===== src/rtl/hdmi_clk_switch_seq_pkg.sv =====
// hdmi_clk_switch_seq_pkg: state encoding and default timing constants
// for the HDMI pixel-clock switch sequencer (60 MHz system clock).
package hdmi_clk_switch_seq_pkg;

  localparam logic [2:0] ENC_OFF    = 3'd0;
  localparam logic [2:0] ENC_SEL    = 3'd1;
  localparam logic [2:0] ENC_SETTLE = 3'd2;
  localparam logic [2:0] ENC_LOCK   = 3'd3;
  localparam logic [2:0] ENC_ENA    = 3'd4;
  localparam logic [2:0] ENC_RUN    = 3'd5;
  localparam logic [2:0] ENC_DIS    = 3'd6;

  typedef enum logic [2:0] {
    S_OFF    = ENC_OFF,
    S_SEL    = ENC_SEL,
    S_SETTLE = ENC_SETTLE,
    S_LOCK   = ENC_LOCK,
    S_ENA    = ENC_ENA,
    S_RUN    = ENC_RUN,
    S_DIS    = ENC_DIS
  } state_t;

  // 60 MHz: 16 cyc ~ 267 ns, 4000 cyc ~ 67 us, 64 cyc ~ 1.07 us
  localparam int DEF_CNT_W        = 12;
  localparam int DEF_DIS_WAIT     = 16;
  localparam int DEF_LOCK_TIMEOUT = 4000;
  localparam int DEF_RST_HOLD     = 64;

  function automatic logic [7:0] sat_inc8(
    input logic [7:0] v
  );
    return (v == 8'hff) ? v : v + 8'd1;
  endfunction

endpackage


===== src/rtl/hdmi_clk_switch_seq_hk_wait_counter.sv =====
// hk_wait_counter: loadable down-counter that stops at zero.
// Ports: clk, rst_n, load, load_val, dec, cnt, zero.
module hk_wait_counter #(
  parameter int W = 12
) (
  input  logic         clk,
  input  logic         rst_n,
  input  logic         load,
  input  logic [W-1:0] load_val,
  input  logic         dec,
  output logic [W-1:0] cnt,
  output logic         zero
);

  localparam logic [W-1:0] ONE = W'(1);

  assign zero = (cnt == '0);

  always_ff @(posedge clk or negedge rst_n) begin
    if (!rst_n) begin
      cnt <= '0;
    end else if (load) begin
      cnt <= load_val;
    end else if (dec && !zero) begin
      cnt <= cnt - ONE;
    end
  end

endmodule


===== src/rtl/register_sync.sv =====
// register_sync: 2-FF synchroniser for a bundle of async inputs.
// Ports: clk, rst_n (async low), d (async in), q (synchronised out).
module register_sync #(
  parameter int                   reg_width  = 3,
  parameter logic [reg_width-1:0] reg_preset = '0
) (
  input  logic                 clk,
  input  logic                 rst_n,
  input  logic [reg_width-1:0] d,
  output logic [reg_width-1:0] q
);

  logic [reg_width-1:0] meta;

  always_ff @(posedge clk or negedge rst_n) begin
    if (!rst_n) begin
      meta <= reg_preset;
      q    <= reg_preset;
    end else begin
      meta <= d;
      q    <= meta;
    end
  end

endmodule


===== src/rtl/hdmi_clk_switch_seq.sv =====
// hdmi_clk_switch_seq: sequences pixel-clock mux enable/select and the
// HDMI-domain reset request. Ports: clk, nrst, clk_sel_req_i, cfg_done_i,
// src_locked_i (async ins); clk_ena_o, clk_sel_o, hdmi_nrst_o, busy_o,
// timeout_o. Macro HDMI_CLK_SWITCH_STATS_EN adds switch_cnt_o and
// last_lock_cycles_o.
module hdmi_clk_switch_seq
  import hdmi_clk_switch_seq_pkg::*;
#(
  parameter int CNT_W        = DEF_CNT_W,
  parameter int DIS_WAIT     = DEF_DIS_WAIT,
  parameter int LOCK_TIMEOUT = DEF_LOCK_TIMEOUT,
  parameter int RST_HOLD     = DEF_RST_HOLD
) (
  input  logic             clk,
  input  logic             nrst,
  input  logic             clk_sel_req_i,
  input  logic             cfg_done_i,
  input  logic             src_locked_i,
  output logic             clk_ena_o,
  output logic             clk_sel_o,
  output logic             hdmi_nrst_o,
  output logic             busy_o,
  output logic             timeout_o
`ifdef HDMI_CLK_SWITCH_STATS_EN
  ,
  output logic [7:0]       switch_cnt_o,
  output logic [CNT_W-1:0] last_lock_cycles_o
`endif
);

  if (DIS_WAIT < 1 || DIS_WAIT > 2**CNT_W) begin : g_bad_dis
    $error("DIS_WAIT out of range for CNT_W");
  end
  if (LOCK_TIMEOUT < 1 || LOCK_TIMEOUT > 2**CNT_W) begin : g_bad_lock
    $error("LOCK_TIMEOUT out of range for CNT_W");
  end
  if (RST_HOLD < 1 || RST_HOLD > 2**CNT_W) begin : g_bad_hold
    $error("RST_HOLD out of range for CNT_W");
  end

  localparam logic [CNT_W-1:0] LD_DIS  = CNT_W'(DIS_WAIT - 1);
  localparam logic [CNT_W-1:0] LD_LOCK = CNT_W'(LOCK_TIMEOUT - 1);
  localparam logic [CNT_W-1:0] LD_HOLD = CNT_W'(RST_HOLD - 1);

  logic [2:0] sync_q;
  logic       sel_req_s;
  logic       cfg_done_s;
  logic       src_locked_s;

  register_sync #(
    .reg_width (3),
    .reg_preset(3'b000)
  ) u_sync (
    .clk  (clk),
    .rst_n(nrst),
    .d    ({clk_sel_req_i, cfg_done_i, src_locked_i}),
    .q    (sync_q)
  );

  assign {sel_req_s, cfg_done_s, src_locked_s} = sync_q;

  state_t           state;
  state_t           state_n;
  logic             cnt_load;
  logic [CNT_W-1:0] cnt_val;
  logic             cnt_dec;
  logic [CNT_W-1:0] cnt;
  logic             cnt_zero;

  hk_wait_counter #(
    .W(CNT_W)
  ) u_cnt (
    .clk     (clk),
    .rst_n   (nrst),
    .load    (cnt_load),
    .load_val(cnt_val),
    .dec     (cnt_dec),
    .cnt     (cnt),
    .zero    (cnt_zero)
  );

  logic ena_n;
  logic sel_n;
  logic hnrst_n;
  logic busy_n;
  logic tmo_n;

  always_ff @(posedge clk or negedge nrst) begin
    if (!nrst) begin
      state       <= S_OFF;
      clk_ena_o   <= 1'b0;
      clk_sel_o   <= 1'b0;
      hdmi_nrst_o <= 1'b0;
      busy_o      <= 1'b0;
      timeout_o   <= 1'b0;
    end else begin
      state       <= state_n;
      clk_ena_o   <= ena_n;
      clk_sel_o   <= sel_n;
      hdmi_nrst_o <= hnrst_n;
      busy_o      <= busy_n;
      timeout_o   <= tmo_n;
    end
  end

  always_comb begin
    state_n  = state;
    ena_n    = clk_ena_o;
    sel_n    = clk_sel_o;
    hnrst_n  = hdmi_nrst_o;
    tmo_n    = timeout_o;
    cnt_load = 1'b0;
    cnt_val  = '0;
    cnt_dec  = 1'b0;
    unique case (state)
      S_OFF: begin
        ena_n   = 1'b0;
        hnrst_n = 1'b0;
        if (cfg_done_s) state_n = S_SEL;
      end
      S_SEL: begin
        sel_n    = sel_req_s;
        cnt_load = 1'b1;
        cnt_val  = LD_DIS;
        state_n  = S_SETTLE;
      end
      S_SETTLE: begin
        if (cnt_zero) begin
          cnt_load = 1'b1;
          cnt_val  = LD_LOCK;
          state_n  = S_LOCK;
        end else begin
          cnt_dec = 1'b1;
        end
      end
      S_LOCK: begin
        if (src_locked_s) begin
          cnt_load = 1'b1;
          cnt_val  = LD_HOLD;
          ena_n    = 1'b1;
          state_n  = S_ENA;
        end else if (cnt_zero) begin
          tmo_n   = 1'b1;
          state_n = S_SEL;
        end else begin
          cnt_dec = 1'b1;
        end
      end
      S_ENA: begin
        if (!src_locked_s) begin
          cnt_load = 1'b1;
          cnt_val  = LD_DIS;
          state_n  = S_DIS;
        end else if (cnt_zero) begin
          hnrst_n = 1'b1;
          state_n = S_RUN;
        end else begin
          cnt_dec = 1'b1;
        end
      end
      S_RUN: begin
        if (sel_req_s != clk_sel_o
            || !cfg_done_s
            || !src_locked_s) begin
          // reset drops now; enable follows one cycle later
          hnrst_n  = 1'b0;
          cnt_load = 1'b1;
          cnt_val  = LD_DIS;
          state_n  = S_DIS;
        end
      end
      S_DIS: begin
        ena_n   = 1'b0;
        hnrst_n = 1'b0;
        if (cnt_zero) begin
          state_n = cfg_done_s ? S_SEL : S_OFF;
        end else begin
          cnt_dec = 1'b1;
        end
      end
      default: begin
        ena_n   = 1'b0;
        hnrst_n = 1'b0;
        state_n = S_OFF;
      end
    endcase
    busy_n = !(state_n == S_OFF || state_n == S_RUN);
  end

`ifdef HDMI_CLK_SWITCH_STATS_EN
  localparam logic [CNT_W-1:0] ONE = CNT_W'(1);

  always_ff @(posedge clk or negedge nrst) begin
    if (!nrst) begin
      switch_cnt_o       <= '0;
      last_lock_cycles_o <= '0;
    end else begin
      if (state == S_ENA && state_n == S_RUN) begin
        switch_cnt_o <= sat_inc8(switch_cnt_o);
      end
      // counter started at LOCK_TIMEOUT-1 on LOCK entry
      if (state == S_LOCK && src_locked_s) begin
        last_lock_cycles_o <= LD_LOCK - cnt + ONE;
      end
    end
  end
`endif

endmodule


===== config.mk =====
export PLATFORM = sky130hd
export DESIGN_NAME = hdmi_clk_switch_seq
export DESIGN_NICKNAME = d
export VERILOG_FILES = /design/src/rtl/hdmi_clk_switch_seq_pkg.sv /design/src/rtl/hdmi_clk_switch_seq_hk_wait_counter.sv /design/src/rtl/register_sync.sv /design/src/rtl/hdmi_clk_switch_seq.sv
export SDC_FILE = /design/constraint.sdc
export NUM_CORES = 1
export LEC_CHECK = 0
export ABC_AREA = 1
export BUFFER_PORTS_ARGS = -buffer_cell sky130_fd_sc_hd__buf_2
export CAP_MARGIN = 15
export CORE_MARGIN = 2
export CORE_UTILIZATION = 36
export CTS_CLUSTER_DIAMETER = 120
export DETAILED_ROUTE_END_ITERATION = 10
export GPL_ROUTABILITY_DRIVEN = 0
export PLACE_DENSITY = 0.58
export SYNTH_ARGS = -nofsm -noshare
export SYNTH_HDL_FRONTEND = slang
export SYNTH_SLANG_ARGS = --single-unit
export TNS_END_PERCENT = 1

===== constraint.sdc =====
create_clock -name clk -period 1.8 [get_ports clk]
set_input_delay 0.54 -clock clk [delete_from_list [all_inputs] [get_ports clk]]
set_output_delay 0.54 -clock clk [all_outputs]
set_load 0.05 [all_outputs]

# Yosys cells after proc, flatten, opt, wreduce, memory -nomap -nowiden
# Cells that the tools add are included.
# op_classes
addsub	1
eq_ne	12
n_mux	32
bitwise	3
reduce_logical	18
# ops
op	n
$pmux W12 S5	1
$mux W12	3
$mux W3	8
$pmux W3 S7	1
$eq A3 B3 Y1 const B	4
$logic_not A12 Y1	1
$mux W1	12
$sub A12 B1 Y12 const B	1
$mux W4	2
$eq A3 B2 Y1 const B	2
$logic_not A3 Y1	2
$mux W6	1
$ne A2 B1 Y1 const B	3
$pmux W1 S3	2
$pmux W1 S5	1
$logic_not A1 Y1	4
$reduce_and A4 Y1	1
$reduce_or A4 Y1	1
$eq A3 B1 Y1 const B	1
$logic_or A1 B1 Y1	3
$not A1 Y1	3
$reduce_and A3 Y1	1
$reduce_or A3 Y1	1
$ne A2 B2 Y1 const B	1
other kinds (6)	6
# totals
register_bits	26
inputBits	5
output_inout_bits	5
elab_cells	75

# Depth between registers and ports, before layout
# Gate-level depths: netlist of the first run.
# depth
depth_word	8
depth_mapped	11
ltp_nobuf	11

# Modules after synthesis
# From an unflattened synthesis of the first run, not the netlist that was laid out.
# unflattened
cells_unflattened	217
hier_area_um2	1589.0
# by_module_without_submodules
mod	instances	cells_per_inst	area_per_inst_um2	seq_area_each_um2
hk_wait_counter	1	130	917.1	300.3
hdmi_clk_switch_seq	1	81	521.8	200.2
register_sync	1	6	150.1	150.1

# Worst setup path after synthesis of the first run
# OpenSTA, ideal clock, no wires.
# synth_path
path_type	reg2reg
start	register clk_sel_o
end	register u_cnt.cnt[1]
setup_time_ps	118
t_arrival_ps	1522
required_ps	1682
slack_ps	160
stages_incl_launch_ff	11
path_buffers	1
period_less_slack_ps	1640
cell_sequence	dfrtp_1 > inv_1 > nand2_1 > nand3b_1 > nand2_1 > nand2_2 > nor2_4 > nand3_2 > buf_6 > nor2_2 > nor2_2
# synth_via
elab_chain_len	6
elab_cells_between_ends	9
classes_between	eq/ne (1); mux (5); reduce/logical (3)
# synth_rtl
item	line_no	rtl
start, declared	hdmi_clk_switch_seq.sv:20	output logic clk_sel_o,
start signal, assigned	hdmi_clk_switch_seq.sv:99	clk_sel_o <= sel_n;
$ne A1 B1 Y1 (*)	hdmi_clk_switch_seq.sv:162	if (sel_req_s != clk_sel_o
$logic_or A1 B1 Y1 (*)	hdmi_clk_switch_seq.sv:163	|| !cfg_done_s
$logic_or A1 B1 Y1 (*)	hdmi_clk_switch_seq.sv:164	|| !src_locked_s) begin
$mux W4 or $mux W1 (tied branches)	hdmi_clk_switch_seq.sv:162	
$pmux W12 S5 or $pmux W1 S5 (tied branches)	hdmi_clk_switch_seq.sv:115	unique case (state)
$mux W12 or $reduce_bool A2 Y1 (tied branches)	n/a	
end signal, assigned	hdmi_clk_switch_seq_hk_wait_counter.sv:23	cnt <= load_val;
end signal, assigned	hdmi_clk_switch_seq_hk_wait_counter.sv:25	cnt <= cnt - ONE;
end, declared	hdmi_clk_switch_seq_hk_wait_counter.sv:11	output logic [W-1:0] cnt,
# Every way passes the cells marked *; elsewhere a longest branch is shown, timed or not.
# A chain may end at the register's enable or synchronous reset.

# Worst setup path in the final report of the first run
# layout_path
start	register u_cnt.cnt[0]
end	register u_cnt.cnt[10]
# layout_via
elab_chain_len	6
elab_cells_between_ends	15
classes_between	add/sub (1); mux (10); reduce/logical (4)
# layout_rtl
item
branches (longest 6 deep; another with $sub A12 B1 Y12)
# Parallel ways; which one is timed is not known. The select of a mux whose other input is x is not followed.

==> impl_metrics.ini, run 1 <==
[sta]
hold_ws_ns = 0.2493
setup_viol = 0
worstMarginPinSlew_ns = 0.5798
maxSlewViolCount = 0
clock_skew_ns = 0.002047
tns_ns = 0
setup_slack_ns = 0.1518
relSlewSlack_pct = 61.35
finalCriticalPeriod_ns = 1.648
rsz0062_at_grt = no
post-route-period-util_pct = 91.57
max_freq_mhz = 606.7
hold_viol = 0

[power_and_ir_drop]
leakage_nw = 1.015
p_per_area_mw_per_mm2 = 1726
power_frac_seq_pct = 29.3
combPwrFrac_pct = 55.0
intPower_mw = 1.684
power_switching_mw = 1.504
switching_share_pct = 47.18
clkPwrFrac_pct = 15.6
ir_drop_uv = 583.6

[finish]
layout.nets = 243
antenna_cells = 0
final_util_pct = 42.71
syn_to_final_growth_pct = 15.40
layout-drive-gt1-share_pct = 22.13
finalNonFillerCells = 287

[synth]
synth_xor_area_share_pct = 3.284
yosysWarnings = 0
synthCells = 216
ys_seq_elements = 26
synth-async-reset-ratio_pct = 100.0
muxShareOfSynthArea_pct = 0
synth_cell_types = 28
synth_edf_count = 0
syn-cell-area_mm2 = 0.001600
synth-simple-area-share_pct = 41.20
synth_compound_area_share_pct = 4.769
synthFlopType = dfrtp_1
syn_nets = 223
synth_top_family_by_area = simple AND/OR/NAND/NOR gates
synthAdderAreaFrac_pct = 1.564
syn_area_per_cell_um2 = 7.409
seq_area_frac_synth_pct = 40.66

[die]
initial_core_util_pct = 37.01
io-pin-count = 10
placementRows = 24
core_mm2 = 0.004324
die_area_mm2 = 0.004994
die_y_um = 70.67
die_x_um = 70.67

[detailed_routing]
antenna_left = 0
drc = 0
via_per_inst = 4.801
dr.first_iter.drc_count = 53
routed_wl_um = 3388
dr.pass1.iters = 4
num_vias = 1378
drt-wirelength-per-cell_um = 11.80

[global_routing]
grt_usage_pct = 14.35
antenna_found_initial = 0
grt_pass1_vias = 1257
grt_first_pass_wirelength_um = 5658
grt_max_degree = 27
grt_overflow = 0

[clocking]
clk_latency_ns = 0.28
cts_max_level = 1
cts_resized = 0
hold_buffers = 0
clkTransAtPathRegs_ns = 0.10
cts-buffers-inserted = 3
clock_sinks = 26
root_buffer = clkbuf_8
cts_tree = done
ctsLongestPathBuffers = 2
post-cts-setup-buffers = 0

[critical_path]
cp-start-kind = register
path_cells = inv_1, ha_2, nand2_1, nor2_1, nand3_2, nand2_2, nor2_4, buf_12, nand2_2, inv_2, nand3_1, nand2_1
end_kind = register
critPathKind = register to register
cp.arrival_ns = 1.83
path_max_fanout = 8
crit_slowest_cell = dfrtp_1
cp_data_required_time_ns = 1.98
slowest_delay_ns = 0.42

[outcome]
status = finished, final reports clean

[place]
post-place-ws_ns = 0.1203
dp.cells = 283
hpwl_um = 2537
port_buffers = 9

[min_path]
worstHoldPathType = input pin to asynchronous set/reset pin

[job]
maxCapViolCount = 0
## layout by cell type (no fill, tap or decap), drive strengths merged
master	instances
nand2b	1
nand3b	2
nor2	31
ha	2
nand2	67
a21oi	1
or2	2
dfrtp	26
clkbuf	3
xor2	6
nand4	2
o21ai	9
bufinv	1
buf	18
o21a	1
nand3	30
nor3	3
o21bai	1
inv	29
## stage by stage
stage,instance area [um^2],power [mW]
2_1_floorplan,1600,2.243
3_3_place_gp,1763,2.669
3_5_place_dp,1763,2.671
4_1_cts,1834,3.177
5_1_grt,1847,3.465
6_report,1847,3.188
## power by group through the flow
| stage | sequential, mW | clock [mW] | combinational, mW |
|---|---|---|---|
| 3_3_place_gp | 0.944 | 0 | 1.72 |
| 3_5_place_dp | 0.941 | 0 | 1.73 |
| 5_1_grt | 0.959 | 0.529 | 1.98 |
| 6_report | 0.935 | 0.498 | 1.75 |
| 2_1_floorplan | 1.06 | 0 | 1.18 |
| 4_1_cts | 0.930 | 0.510 | 1.74 |
## cell usage after synthesis (2+ instances only)
master    n  area share [%]
inv_1    25             5.9
o21ai_2   3             1.6
nor2_2    3             1.2
buf_6     2             1.4
dfrtp_1  26              41
nand3_2   4             2.5
xor2_1    6             3.3
ha_1      2             1.6
nand4_1   2            0.78
inv_2     4            0.94
nand2_1  61              14
o21ai_0   6             1.9
nor2_1   27             6.3
nand3_1  25             7.8
nor3_1    2            0.63
nand2_2   6             2.3
## layout make-up
cell class	instances	area, um^2
clock inverter	1	30.03
tap	52	65.06
clock buffer	3	41.29
fill	474	2477
timing repair buffer	18	125.1
multi-input combinational	158	825.8
sequential	26	650.6
inverter	29	108.9
## worst paths after layout
kind | cells past startpoint | slack (ns) | from | end
setup / recovery | 12 | 0.15 | u_cnt.cnt[0] | u_cnt.cnt[10]
hold / removal | 1 | 0.25 | nrst | u_sync.meta[1]
setup reg to reg | 12 | 0.15 | u_cnt.cnt[0] | u_cnt.cnt[10]
hold reg to reg | 0 | 0.36 | u_sync.meta[2] | u_sync.q[2]
max in group asynchronous | 1 | 1.17 | nrst | u_cnt.cnt[5]
min in group clk | 0 | 0.36 | u_sync.meta[2] | u_sync.q[2]
## sequential cells by signal, summed over array words and instances (netlist names)
name	cells
clk_sel_o	1
hdmi_nrst_o	1
clk_ena_o	1
u_sync.q	3
u_cnt.cnt	12
state	3
u_sync.meta	3
timeout_o	1
busy_o	1
## per-layer routing
layer / part of all wire (%) / global-route usage (%) / up-vias
met2: 44 / 22.12 / 26
met3: 3.1 / 2.422 / 5
met1: 50 / 19.91 / 634
li1: - / - / 713
met5: 0 / 0 / -
met4: 2.0 / 6.499 / 0
## worst max-delay path, delay by kind of cell (launching register included)
kind	cells	cell delay, ns
and+or+nand+nor	8	0.65
DFF	1	0.42
buffers and inverters	3	0.30
adders and majority gates	1	0.20
## logic make-up (layout without fill, tap and decap cells)
| family | count (synthesis) | in the layout |
|---|---|---|
| AND/OR/NAND/NOR | 138 | 138 |
| buffers and inverters | 32 | 51 |
| flip-flops | 26 | 26 |
| AO/OA/AOI/OAI | 12 | 12 |
| XOR/XNOR | 6 | 6 |
| adder cells (fa/ha/maj) | 2 | 2 |
No activity file was read; power rests on OpenSTA's default activity.
==> inputs of run 2 (changes only) <==
--- a/config.mk
+++ b/config.mk
@@ -14,6 +14,8 @@
 export DETAILED_ROUTE_END_ITERATION = 10
 export GPL_ROUTABILITY_DRIVEN = 0
 export PLACE_DENSITY = 0.58
+export REMOVE_ABC_BUFFERS = 1
+export SLEW_MARGIN = 20
 export SYNTH_ARGS = -nofsm -noshare
 export SYNTH_HDL_FRONTEND = slang
 export SYNTH_SLANG_ARGS = --single-unit
==> impl_metrics.ini, run 2 (synthesis results as in run 1) <==
[critical_path]
cp-start-kind = register
crit_slowest_cell = dfrtp_1
end_kind = register
cp_data_required_time_ns = 1.97
slowest_delay_ns = 0.41
path_cells = inv_1, ha_1, nand2_1, nor2_2, nand3b_4, buf_4, nand2_1, nand3_1, o21ai_0, o21ai_0
path_max_fanout = 5
critPathKind = register to register
cp.arrival_ns = 1.88

[finish]
layout_commonest_cell = nand2_1
largest_reg_flops = 12
syn_to_final_growth_pct = 13.37
multi_input_area_um2 = 825.8
antenna_cells = 0
fill_cells = 450
layout-drive-gt1-share_pct = 19.83
layout.nets = 240
regMostFlops = u_cnt.cnt
layout_common_cells = nand2_1 (61), dfrtp_1 (26), inv_1 (25), nor2_1 (25), nand3_1 (25)
regArea_um2 = 650.6
finalNonFillerCells = 284

[sta]
max_freq_mhz = 584.4
clock_skew_ns = 0.003301
worstMarginPinSlew_ns = 0.5946
post-route-period-util_pct = 95.07
tns_ns = 0
rsz0062_at_grt = no
maxSlewViolCount = 0
setup_viol = 0
relSlewSlack_pct = 60.36
finalCriticalPeriod_ns = 1.711
hold_viol = 0

[detailed_routing]
drt-wirelength-per-cell_um = 11.78
dr.first_iter.drc_count = 30
num_vias = 1349
dr.pass1.iters = 4
drc = 0
via_per_inst = 4.750
antenna_left = 0
routed_wl_um = 3345

[power_and_ir_drop]
power_frac_seq_pct = 29.9
combPwrFrac_pct = 54.1
p_per_area_mw_per_mm2 = 1705
finalPower_mw = 3.094
clkPwrFrac_pct = 16.1
power_switching_mw = 1.485
intPower_mw = 1.608
ir_drop_uv = 559.0
leakage_nw = 0.9976
switching_share_pct = 48.01

[clocking]
cts_tree = done
clkTransAtPathRegs_ns = 0.10
clk_latency_ns = 0.28
root_buffer = clkbuf_8
post-cts-setup-buffers = 0
ctsLongestPathBuffers = 2
cts_max_level = 1
cts-buffers-inserted = 3
clock_sinks = 26

[die]
placementRows = 24
die_y_um = 70.67
die_x_um = 70.67
die_area_mm2 = 0.004994
io-pin-count = 10
core_mm2 = 0.004324
initial_core_util_pct = 37.01

[global_routing]
grt_pass1_vias = 1252
antenna_found_initial = 0
grt_max_degree = 27
grt_first_pass_wirelength_um = 5699
grt_usage_pct = 14.40
grt_overflow = 0

[place]
hpwl_um = 2517
dp.cells = 280
port_buffers = 9

[min_path]
worstHoldPathType = input pin to asynchronous set/reset pin

[outcome]
status = finished, final reports clean

[job]
maxCapViolCount = 0
-- run 2: area by class of cell --
| type | count | share of cell area, % |
|---|---|---|
| Tap cell | 52 | 3.586 |
| Timing Repair Buffer | 15 | 4.966 |
| Sequential cell | 26 | 35.86 |
| Multi-Input combinational cell | 158 | 45.52 |
| Clock buffer | 3 | 2.276 |
| Clock inverter | 1 | 1.655 |
| Inverter | 29 | 6.138 |
-- run 2: repair_timing --
| item | CTS | global route |
|---|---|---|
| setup endpoints to repair | 0 | 12 |
| hold buffers | 0 | 0 |
| resized for setup | 0 | 4 |
-- run 2: critical path, delay by kind of cell (launching register included) --
kind	cells	cell delay [ns]
flip-flops	1	0.41
AO/OA/AOI/OAI	2	0.25
buffers and inverters	2	0.26
AND/OR/NAND/NOR	5	0.50
adder cells (fa/ha/maj)	1	0.20
-- run 2: path summary, 6_finish.rpt --
path,start,to,slack (ns),cells after the start
hold reg to reg,u_sync.meta[2],u_sync.q[2],0.36,0
hold / removal,nrst,u_sync.meta[1],0.25,1
min in group clk,u_sync.meta[2],u_sync.q[2],0.36,0
setup / recovery,u_cnt.cnt[0],hdmi_nrst_o,0.09,10
max in group asynchronous,nrst,u_cnt.cnt[5],1.16,1
setup reg to reg,u_cnt.cnt[0],hdmi_nrst_o,0.09,10
-- run 2: power groups by stage --
stage / Sequential, mW / Clock (mW) / Combinational (mW)
final: 0.924 / 0.497 / 1.67
after detailed placement: 0.935 / 0 / 1.64
after global routing: 0.948 / 0.543 / 1.89
after floorplan: 1.06 / 0 / 1.09
after CTS: 0.925 / 0.524 / 1.65
after global placement: 0.935 / 0 / 1.64
-- run 2: through the flow --
step / hold WS [ns] / setup slack (ns) / util [%] / area (um^2)
2_1_floorplan: 0.2444 / 0.1079 / - / 1573
3_3_place_gp: 0.3338 / 0.07491 / 39.96 / 1728
3_5_place_dp: 0.3372 / 0.06167 / 39.96 / 1728
4_1_cts: 0.2768 / 0.04079 / 41.61 / 1799
5_1_grt: 0.2928 / 0.005452 / 41.96 / 1814
6_report: 0.2537 / 0.08871 / 41.96 / 1814
-- run 2: routing by layer --
metal	track usage [%]	share of wire, %	vias up	wire length (um)
li1	-	-	707	-
met1	19.03	47	615	1582
met2	24.00	47	23	1582
met3	1.994	3.7	4	125
met4	5.660	1.6	0	55
met5	0	0	-	0
==> inputs of run 3 (changes only) <==
--- a/config.mk
+++ b/config.mk
@@ -7,13 +7,14 @@
 export LEC_CHECK = 0
 export ABC_AREA = 1
 export BUFFER_PORTS_ARGS = -buffer_cell sky130_fd_sc_hd__buf_2
-export CAP_MARGIN = 15
+export CAP_MARGIN = 20
 export CORE_MARGIN = 2
 export CORE_UTILIZATION = 36
+export CTS_BUF_LIST = sky130_fd_sc_hd__clkbuf_4
 export CTS_CLUSTER_DIAMETER = 120
 export DETAILED_ROUTE_END_ITERATION = 10
 export GPL_ROUTABILITY_DRIVEN = 0
-export PLACE_DENSITY = 0.58
+export PLACE_DENSITY = 0.56
 export REMOVE_ABC_BUFFERS = 1
 export SLEW_MARGIN = 20
 export SYNTH_ARGS = -nofsm -noshare
==> impl_metrics.ini, run 3 (synthesis results as in run 1) <==
[outcome]
status = finished, final reports clean

[sta]
hold_viol = 0
post-route-period-util_pct = 92.31
finalCriticalPeriod_ns = 1.662
worstMarginPinSlew_ns = 0.6030
relSlewSlack_pct = 59.80
setup_viol = 0
hold_ws_ns = 0.1754
rsz0062_at_grt = no
maxSlewViolCount = 0
max_freq_mhz = 601.8
clock_skew_ns = 0.007017

[job]
maxCapViolCount = 0

[min_path]
worstHoldPathType = input pin to asynchronous set/reset pin

[critical_path]
cp_data_required_time_ns = 2.06
cp-start-kind = register
critPathKind = register to register
path_max_fanout = 3
end_kind = register
cp.arrival_ns = 1.92
timing.rr.start = u_cnt.cnt[0]
startpoint = u_cnt.cnt[0]

[detailed_routing]
routed_wl_um = 3373
via_per_inst = 4.775
antenna_left = 0
dr.first_iter.drc_count = 115
drt-wirelength-per-cell_um = 11.84
dr.pass1.iters = 4
drc = 0
num_vias = 1361

[finish]
multi_input_area_um2 = 825.8
fill_cells = 477
fin_area_mm2 = 0.001807
syn_to_final_growth_pct = 12.90
layout_common_cells = nand2_1 (61), nor2_1 (26), dfrtp_1 (26)
regMostFlops = u_cnt.cnt
regArea_um2 = 650.6
layout-drive-gt1-share_pct = 20.17
layout_commonest_cell = nand2_1
layout.nets = 241
largest_reg_flops = 12
antenna_cells = 0

[die]
die_y_um = 70.67
die_x_um = 70.67
initial_core_util_pct = 37.01
io-pin-count = 10
die_area_mm2 = 0.004994
core_mm2 = 0.004324
placementRows = 24

[clocking]
cts-buffers-inserted = 3
ctsLongestPathBuffers = 2
clock_sinks = 26
clk_latency_ns = 0.34
clkTransAtPathRegs_ns = 0.16
cts_max_level = 1
root_buffer = clkbuf_4
post-cts-setup-buffers = 0
cts_tree = done

[global_routing]
grt_first_pass_wirelength_um = 5899
grt_max_degree = 27
grt_pass1_vias = 1298
antenna_found_initial = 0
grt_usage_pct = 14.79
grt_overflow = 0

[place]
hpwl_um = 2596
place_area_mm2 = 0.001735
port_buffers = 9

[power_and_ir_drop]
leakage_nw = 0.9973
p_per_area_mw_per_mm2 = 1691
ir_drop_uv = 497.5
[run 3: metrics by stage]
| stage | utilization [%] | setup TNS [ns] | power (mW) | setup WS [ns] | instances |
|---|---|---|---|---|---|
| after floorplan | - | 0 | 2.147 | 0.1079 | 213 |
| after global placement | 40.13 | 0 | 2.591 | 0.07133 | 281 |
| after detailed placement | 40.13 | -0.007937 | 2.607 | -0.007051 | 281 |
| after CTS | 41.52 | 0 | 3.046 | 0.04251 | 285 |
| after global routing | 41.78 | 0 | 3.341 | 0.0009988 | 285 |
| final | 41.78 | 0 | 3.055 | 0.1384 | 285 |
[run 3: path summary, 6_finish.rpt]
| check | endpoint | slack, ns | depth (start not counted) |
|---|---|---|---|
| max reg2reg | u_cnt.cnt[10] | 0.14 | 11 |
| min | clk_sel_o | 0.18 | 1 |
| min reg2reg | u_sync.q[1] | 0.37 | 0 |
| max in group asynchronous | u_cnt.cnt[3] | 1.23 | 1 |
| min in group clk | u_sync.meta[1] | 0.29 | 1 |
| max | u_cnt.cnt[10] | 0.14 | 11 |
[run 3: worst max-delay path, cell delays in order (launching register included)]
cell,delay [ns]
dfrtp_1,0.43
inv_1,0.12
ha_1,0.23
nand2_1,0.11
nor2_1,0.29
nand2_1,0.08
nand2_1,0.07
nand2_1,0.05
nand3_1,0.07
nand2_1,0.05
nand2_1,0.05
nand2_1,0.05
[run 3: power breakdown]
part	internal, mW	switching [mW]	total (mW)
sequential	0.759	0.167	0.926
combinational	0.580	1.13	1.71
clock	0.226	0.197	0.423
[run 3: final cells by class]
type | count | share of cell area (%)
Multi-Input combinational cell | 158 | 45.71
Sequential cell | 26 | 36.01
Inverter | 29 | 6.163
Timing Repair Buffer | 16 | 5.609
Tap cell | 52 | 3.601
Clock inverter | 1 | 1.662
Clock buffer | 3 | 1.247
[run 3: layer usage]
layer | global-route usage, % | routed length, um | part of all wire (%) | vias up
li1 | - | - | - | 711
met4 | 6.499 | 70 | 2.1 | 0
met2 | 22.54 | 1508 | 45 | 34
met1 | 21.28 | 1673 | 50 | 609
met3 | 1.709 | 121 | 3.6 | 7
met5 | 0 | 0 | 0 | -
[run 3: repair_timing]
action / in CTS / in global routing
endpoints found under the setup margin: 10 / 11
gates resized for setup: 1 / 4
hold buffers: 0 / 0
pin swaps: 0 / 1
